--- src/rtl/mio_bridge.sv ---
// mio_bridge: bridges a multi-cycle CPU controller's memory requests onto a
// fixed-latency synchronous RAM or a handshaked peripheral bus.
// Accesses with addr[31:28] >= IO_BASE_NIB go to the peripheral bus; all
// others go to RAM.
// Optional feature: define MIO_TIMEOUT_EN to abort peripheral accesses that
// see no io_ack within IO_TIMEOUT cycles.
module mio_bridge #(
  parameter int unsigned RAM_LAT     = 1,
  parameter int unsigned IO_TIMEOUT  = 255,
  parameter logic [3:0]  IO_BASE_NIB = 4'hE
) (
  input  logic        clk,
  input  logic        reset,
  input  logic        MemRead,
  input  logic        MemWrite,
  input  logic        CPU_MIO,
  input  logic [31:0] addr,
  input  logic [31:0] wdata,
  output logic        MIO_ready,
  output logic [31:0] rdata,
  output logic        ram_en,
  output logic        ram_we,
  output logic [9:0]  ram_addr,
  output logic [31:0] ram_din,
  input  logic [31:0] ram_dout,
  output logic        io_re,
  output logic        io_we,
  output logic [31:0] io_addr,
  output logic [31:0] io_wdata,
  input  logic [31:0] io_rdata,
  input  logic        io_ack,
  output logic        bus_err
);

  typedef enum logic [1:0] {
    IDLE     = 2'd0,
    RAM_WAIT = 2'd1,
    IO_WAIT  = 2'd2,
    DONE     = 2'd3
  } state_t;

  localparam logic [7:0] RamLatCnt = 8'(RAM_LAT);

  state_t     state;
  logic [7:0] cnt;
  logic       is_write;
  logic       request;
  logic       sel_io;

  assign request = CPU_MIO & (MemRead | MemWrite);
  assign sel_io  = (addr[31:28] >= IO_BASE_NIB);

`ifdef MIO_TIMEOUT_EN
  localparam logic [7:0] TimeoutLast = 8'(IO_TIMEOUT - 1);
`else
  // Timeout limit is meaningless without the watchdog.
  logic unused_timeout;
  assign unused_timeout = ^(8'(IO_TIMEOUT));
`endif

  // Access sequencer: all strobes, captured data and the completion pulse are
  // registered so the controller and the buses see glitch-free signals.
  always_ff @(posedge clk or posedge reset) begin
    if (reset) begin
      state     <= IDLE;
      cnt       <= 8'd0;
      is_write  <= 1'b0;
      MIO_ready <= 1'b0;
      rdata     <= 32'd0;
      ram_en    <= 1'b0;
      ram_we    <= 1'b0;
      ram_addr  <= 10'd0;
      ram_din   <= 32'd0;
      io_re     <= 1'b0;
      io_we     <= 1'b0;
      io_addr   <= 32'd0;
      io_wdata  <= 32'd0;
      bus_err   <= 1'b0;
    end else begin
      // Single-cycle pulses by default.
      MIO_ready <= 1'b0;
      ram_en    <= 1'b0;
      ram_we    <= 1'b0;
      unique case (state)
        IDLE: begin
          if (request) begin
            // Conflicting read+write resolves to a write and flags an error.
            is_write <= MemWrite;
            if (MemRead && MemWrite) bus_err <= 1'b1;
            if (sel_io) begin
              io_addr  <= addr;
              io_wdata <= wdata;
              io_re    <= ~MemWrite;
              io_we    <= MemWrite;
              cnt      <= 8'd0;
              state    <= IO_WAIT;
            end else begin
              ram_addr <= addr[11:2];
              ram_din  <= wdata;
              ram_en   <= 1'b1;
              ram_we   <= MemWrite;
              cnt      <= RamLatCnt;
              state    <= RAM_WAIT;
            end
          end
        end
        RAM_WAIT: begin
          if (cnt == 8'd0) begin
            if (!is_write) rdata <= ram_dout;
            MIO_ready <= 1'b1;
            state     <= DONE;
          end else begin
            cnt <= cnt - 8'd1;
          end
        end
        IO_WAIT: begin
          if (io_ack) begin
            if (!is_write) rdata <= io_rdata;
            io_re     <= 1'b0;
            io_we     <= 1'b0;
            cnt       <= 8'd0;
            MIO_ready <= 1'b1;
            state     <= DONE;
          end
`ifdef MIO_TIMEOUT_EN
          else if (cnt == TimeoutLast) begin
            if (!is_write) rdata <= 32'hFFFF_FFFF;
            io_re     <= 1'b0;
            io_we     <= 1'b0;
            bus_err   <= 1'b1;
            cnt       <= 8'd0;
            MIO_ready <= 1'b1;
            state     <= DONE;
          end else begin
            cnt <= cnt + 8'd1;
          end
`endif
        end
        DONE: begin
          // Requests are not sampled here; the controller sees MIO_ready now.
          state <= IDLE;
        end
        default: state <= IDLE;
      endcase
    end
  end

endmodule

--- config.mk ---
export PLATFORM = sky130hd
export DESIGN_NAME = mio_bridge
export DESIGN_NICKNAME = d
export VERILOG_FILES = /design/src/rtl/mio_bridge.sv
export SDC_FILE = /design/constraint.sdc
export NUM_CORES = 1
export LEC_CHECK = 0
export ABC_AREA = 1
export CAP_MARGIN = 20
export CORE_UTILIZATION = 48
export CTS_BUF_LIST = sky130_fd_sc_hd__clkbuf_2
export DETAILED_ROUTE_END_ITERATION = 8
export PLACE_DENSITY = 0.92
export SETUP_SLACK_MARGIN = 0.4
export SYNTH_ARGS = -nofsm -noshare
export SYNTH_HDL_FRONTEND = slang
export SYNTH_SLANG_ARGS = --single-unit
--- constraint.sdc ---
create_clock -name clk -period 15.8 [get_ports clk]
set_input_delay 3.16 -clock clk [delete_from_list [all_inputs] [get_ports clk]]
set_output_delay 3.16 -clock clk [all_outputs]
set_load 0.005 [all_outputs]
==> results.json <==
{
  "firstDrtPassIters": 5,
  "drcViolationCount": 0,
  "die_area_um2": 14300,
  "placed_cells": 1201,
  "hold_end": "io_addr[29]$_DFFE_PP0P_",
  "start_util": 0.497,
  "min_path_type": "reg2reg",
  "hold-worst-slack_ns": 0.494,
  "core-area_um2": 13300,
  "ys.flop_type": "dfrtp_1",
  "met1_usage": 0.322,
  "crit_start": "addr[31]",
  "r2r-end": "io_wdata[21]$_DFFE_PP0P_",
  "drv_slew": 0,
  "ant_nets": 0,
  "synthArstFlopShare": 1.00,
  "required_ns": 16.41,
  "stdcell_count": 1229,
  "min_from": "io_addr[29]$_DFFE_PP0P_",
  "grt_pass1_vias": 5958,
  "ys_ff_latch": 155,
  "path_buf_inv": 2,
  "worstSetupStartpointType": "input port",
  "place_area_um2": 9450,
  "r2r_setup_slack_ns": 13.27,
  "synth-seq-area-share": 0.584,
  "multi_input_area_um2": 2270,
  "ios": 278,
  "finalCritPeriodShare": 0.315,
  "yosys-top-cells-count": "321 x nand2_1, 155 x dfrtp_1, 90 x o21ai_0",
  "synth_edf_count": 0,
  "cp_slowest_stage_delay_ns": 0.65,
  "met2_usage": 0.447,
  "clk_pin_slew_worst_paths_ns": 0.19,
  "htree_num_levels": 4,
  "power_density_nw_per_um2": 170,
  "post_cts_buffers": 0,
  "cp_top_family": "buffers and inverters",
  "synthesis.area_um2": 6640,
  "grt_antenna_before_repair": 0,
  "hold_viol_final": 0,
  "first_iter_violations": 465,
  "rsz0062_at_grt": "false",
  "maxClockFrequency_mhz": 201,
  "worst_pin_slew_ns": 0.984,
  "grt_start_max_net_pins": 107,
  "grt_overflow": 0,
  "avgViaCountPerCell": 5.02,
  "p_total_mw": 1.65,
  "synth_top_area_share": 0.584,
  "syn_to_final_growth_pct": 45.7,
  "cts.sinks": 155,
  "yosys_warnings": 0,
  "ys_top_cells_by_area": "dfrtp_1 58%, nand2_1 18%, o21ai_0 6.8%",
  "die_y_um": 120,
  "outcome": "finished clean",
  "dpl.hpwl_mm": 13.1,
  "cts_resized": 0,
  "setup-tns-final_ns": 0,
  "reg2regPathDepth": 6,
  "path_cells": "clkdlybuf4s50_1 -> nand3_1 -> inv_1 -> nand2_4 -> o21ai_0",
  "yosys.area.top_type": "dfrtp_1",
  "critPathMaxFanout": 106,
  "place_congestion": 0.840,
  "rows": 42,
  "seq_area_um2": 3880,
  "finalSetupViolCount": 0,
  "ys_types": 25,
  "grt_pass1_wl_mm": 29.7,
  "skew_ns": 0.0301,
  "port_buffers": 277,
  "max-cap-violations": 0,
  "clk_path_buf_depth": 2,
  "clock_latency_ns": 0.71,
  "avgSynthCellArea_um2": 8.45,
  "p_leak_nw": 4.80,
  "cts_root_buffer": "clkbuf_2",
  "cts_hold_buf": 0,
  "grt_busiest_layer": "met2",
  "synth_cells": 785,
  "grtUsageTotal": 0.266,
  "wl_per_cell_um": 14.6,
  "relSlewSlack": 0.344,
  "wirelength_mm": 18.0,
  "grtUsageMet3": 0.0822,
  "fin_area_um2": 9670,
  "slowest_stage": "nand2_4",
  "hold_path_depth": 2,
  "fin_nets": 1184,
  "drive_above_1_share": 0.0437,
  "post-route-min-period_ns": 4.97,
  "num_vias": 6164,
  "antennaDiodeCount": 0,
  "crit_arrival_ns": 5.58,
  "die_w_um": 120,
  "worst_ir_drop_vdd_mv": 0.107,
  "critPathCaptureType": "flip-flop",
  "synth.most_common_cell": "nand2_1",
  "crit_type": "in2reg",
  "synth_fp_nets": 925,
  "r2r_start": "state[0]$_DFFE_PP0P_",
  "numCtsBuffers": 17,
  "cts_tree": "done",
  "num-fill-cells": 972
}
## metrics by stage
step / setup slack, ns / util
3_3_place_gp: 10.28 / 0.708
6_report: 10.83 / 0.725
3_5_place_dp: 10.10 / 0.708
4_1_cts: 10.89 / 0.725
2_1_floorplan: 8.46 / -
5_1_grt: 10.69 / 0.725
## how the worst max path moves through the flow
stage                                     endpoint  slack [ns]  cells past startpoint
after floorplan                MIO_ready$_DFF_PP0_        8.46                      1
after global placement      io_addr[4]$_DFFE_PP0P_       10.28                      5
after detailed placement  io_wdata[21]$_DFFE_PP0P_       10.10                      5
after CTS                 io_wdata[21]$_DFFE_PP0P_       10.89                      5
after global routing      io_wdata[25]$_DFFE_PP0P_       10.69                      5
final                     io_wdata[21]$_DFFE_PP0P_       10.83                      5
## logic make-up after synthesis
family	synth area share
buf+inv	0.0741
simple gates	0.245
fa+ha+maj	0.0113
flops	0.584
xor+xnor	0.00132
compound gates	0.0843
## state kept, by name (all words and copies together), names as in the netlist, 2 cells and up
register,cells
io_wdata,32
cnt,8
ram_din,32
ram_addr,10
state,2
io_addr,32
rdata,32
## placed cells by master, fill, tap and decap left out, types with 4 or more instances in the layout
cell type and instances:
clkbuf_2 18, buf_4 5, clkdlybuf4s50_1 277, nor2_1 13, ha_1 6, nand3_1 59
dfrtp_1 155, o21ai_0 90, a21oi_1 4, inv_1 65, o21ai_1 7, nand4_1 4
nand2_1 321
## per-layer routing
| layer | vias up | part of all wire |
|---|---|---|
| met2 | 270 | 0.49 |
| met4 | 0 | 0.022 |
| met5 | - | 0 |
| met1 | 2894 | 0.40 |
| li1 | 2971 | - |
| met3 | 29 | 0.090 |
## worst reg2reg max path: cells and delay by family (launching register included)
kind	cells	cell delay [ns]
compound gates	1	0.54
fa+ha+maj	1	0.29
simple gates	2	0.71
flops	1	0.45
buf+inv	2	0.43
## layout make-up
| type | count | area share |
|---|---|---|
| Clock buffer | 18 | 0.00932 |
| Clock inverter | 10 | 0.0132 |
| Inverter | 70 | 0.0282 |
| Multi-Input combinational cell | 518 | 0.235 |
| Sequential cell | 155 | 0.401 |
| Tap cell | 176 | 0.0228 |
| Timing Repair Buffer | 282 | 0.291 |
## report_power, final
| part | switching (mW) | internal [mW] | total (mW) |
|---|---|---|---|
| registers | 0.0923 | 0.550 | 0.642 |
| clock network | 0.130 | 0.0839 | 0.214 |
| logic | 0.393 | 0.396 | 0.790 |
Note: power is estimated with default switching activity, not from simulation.
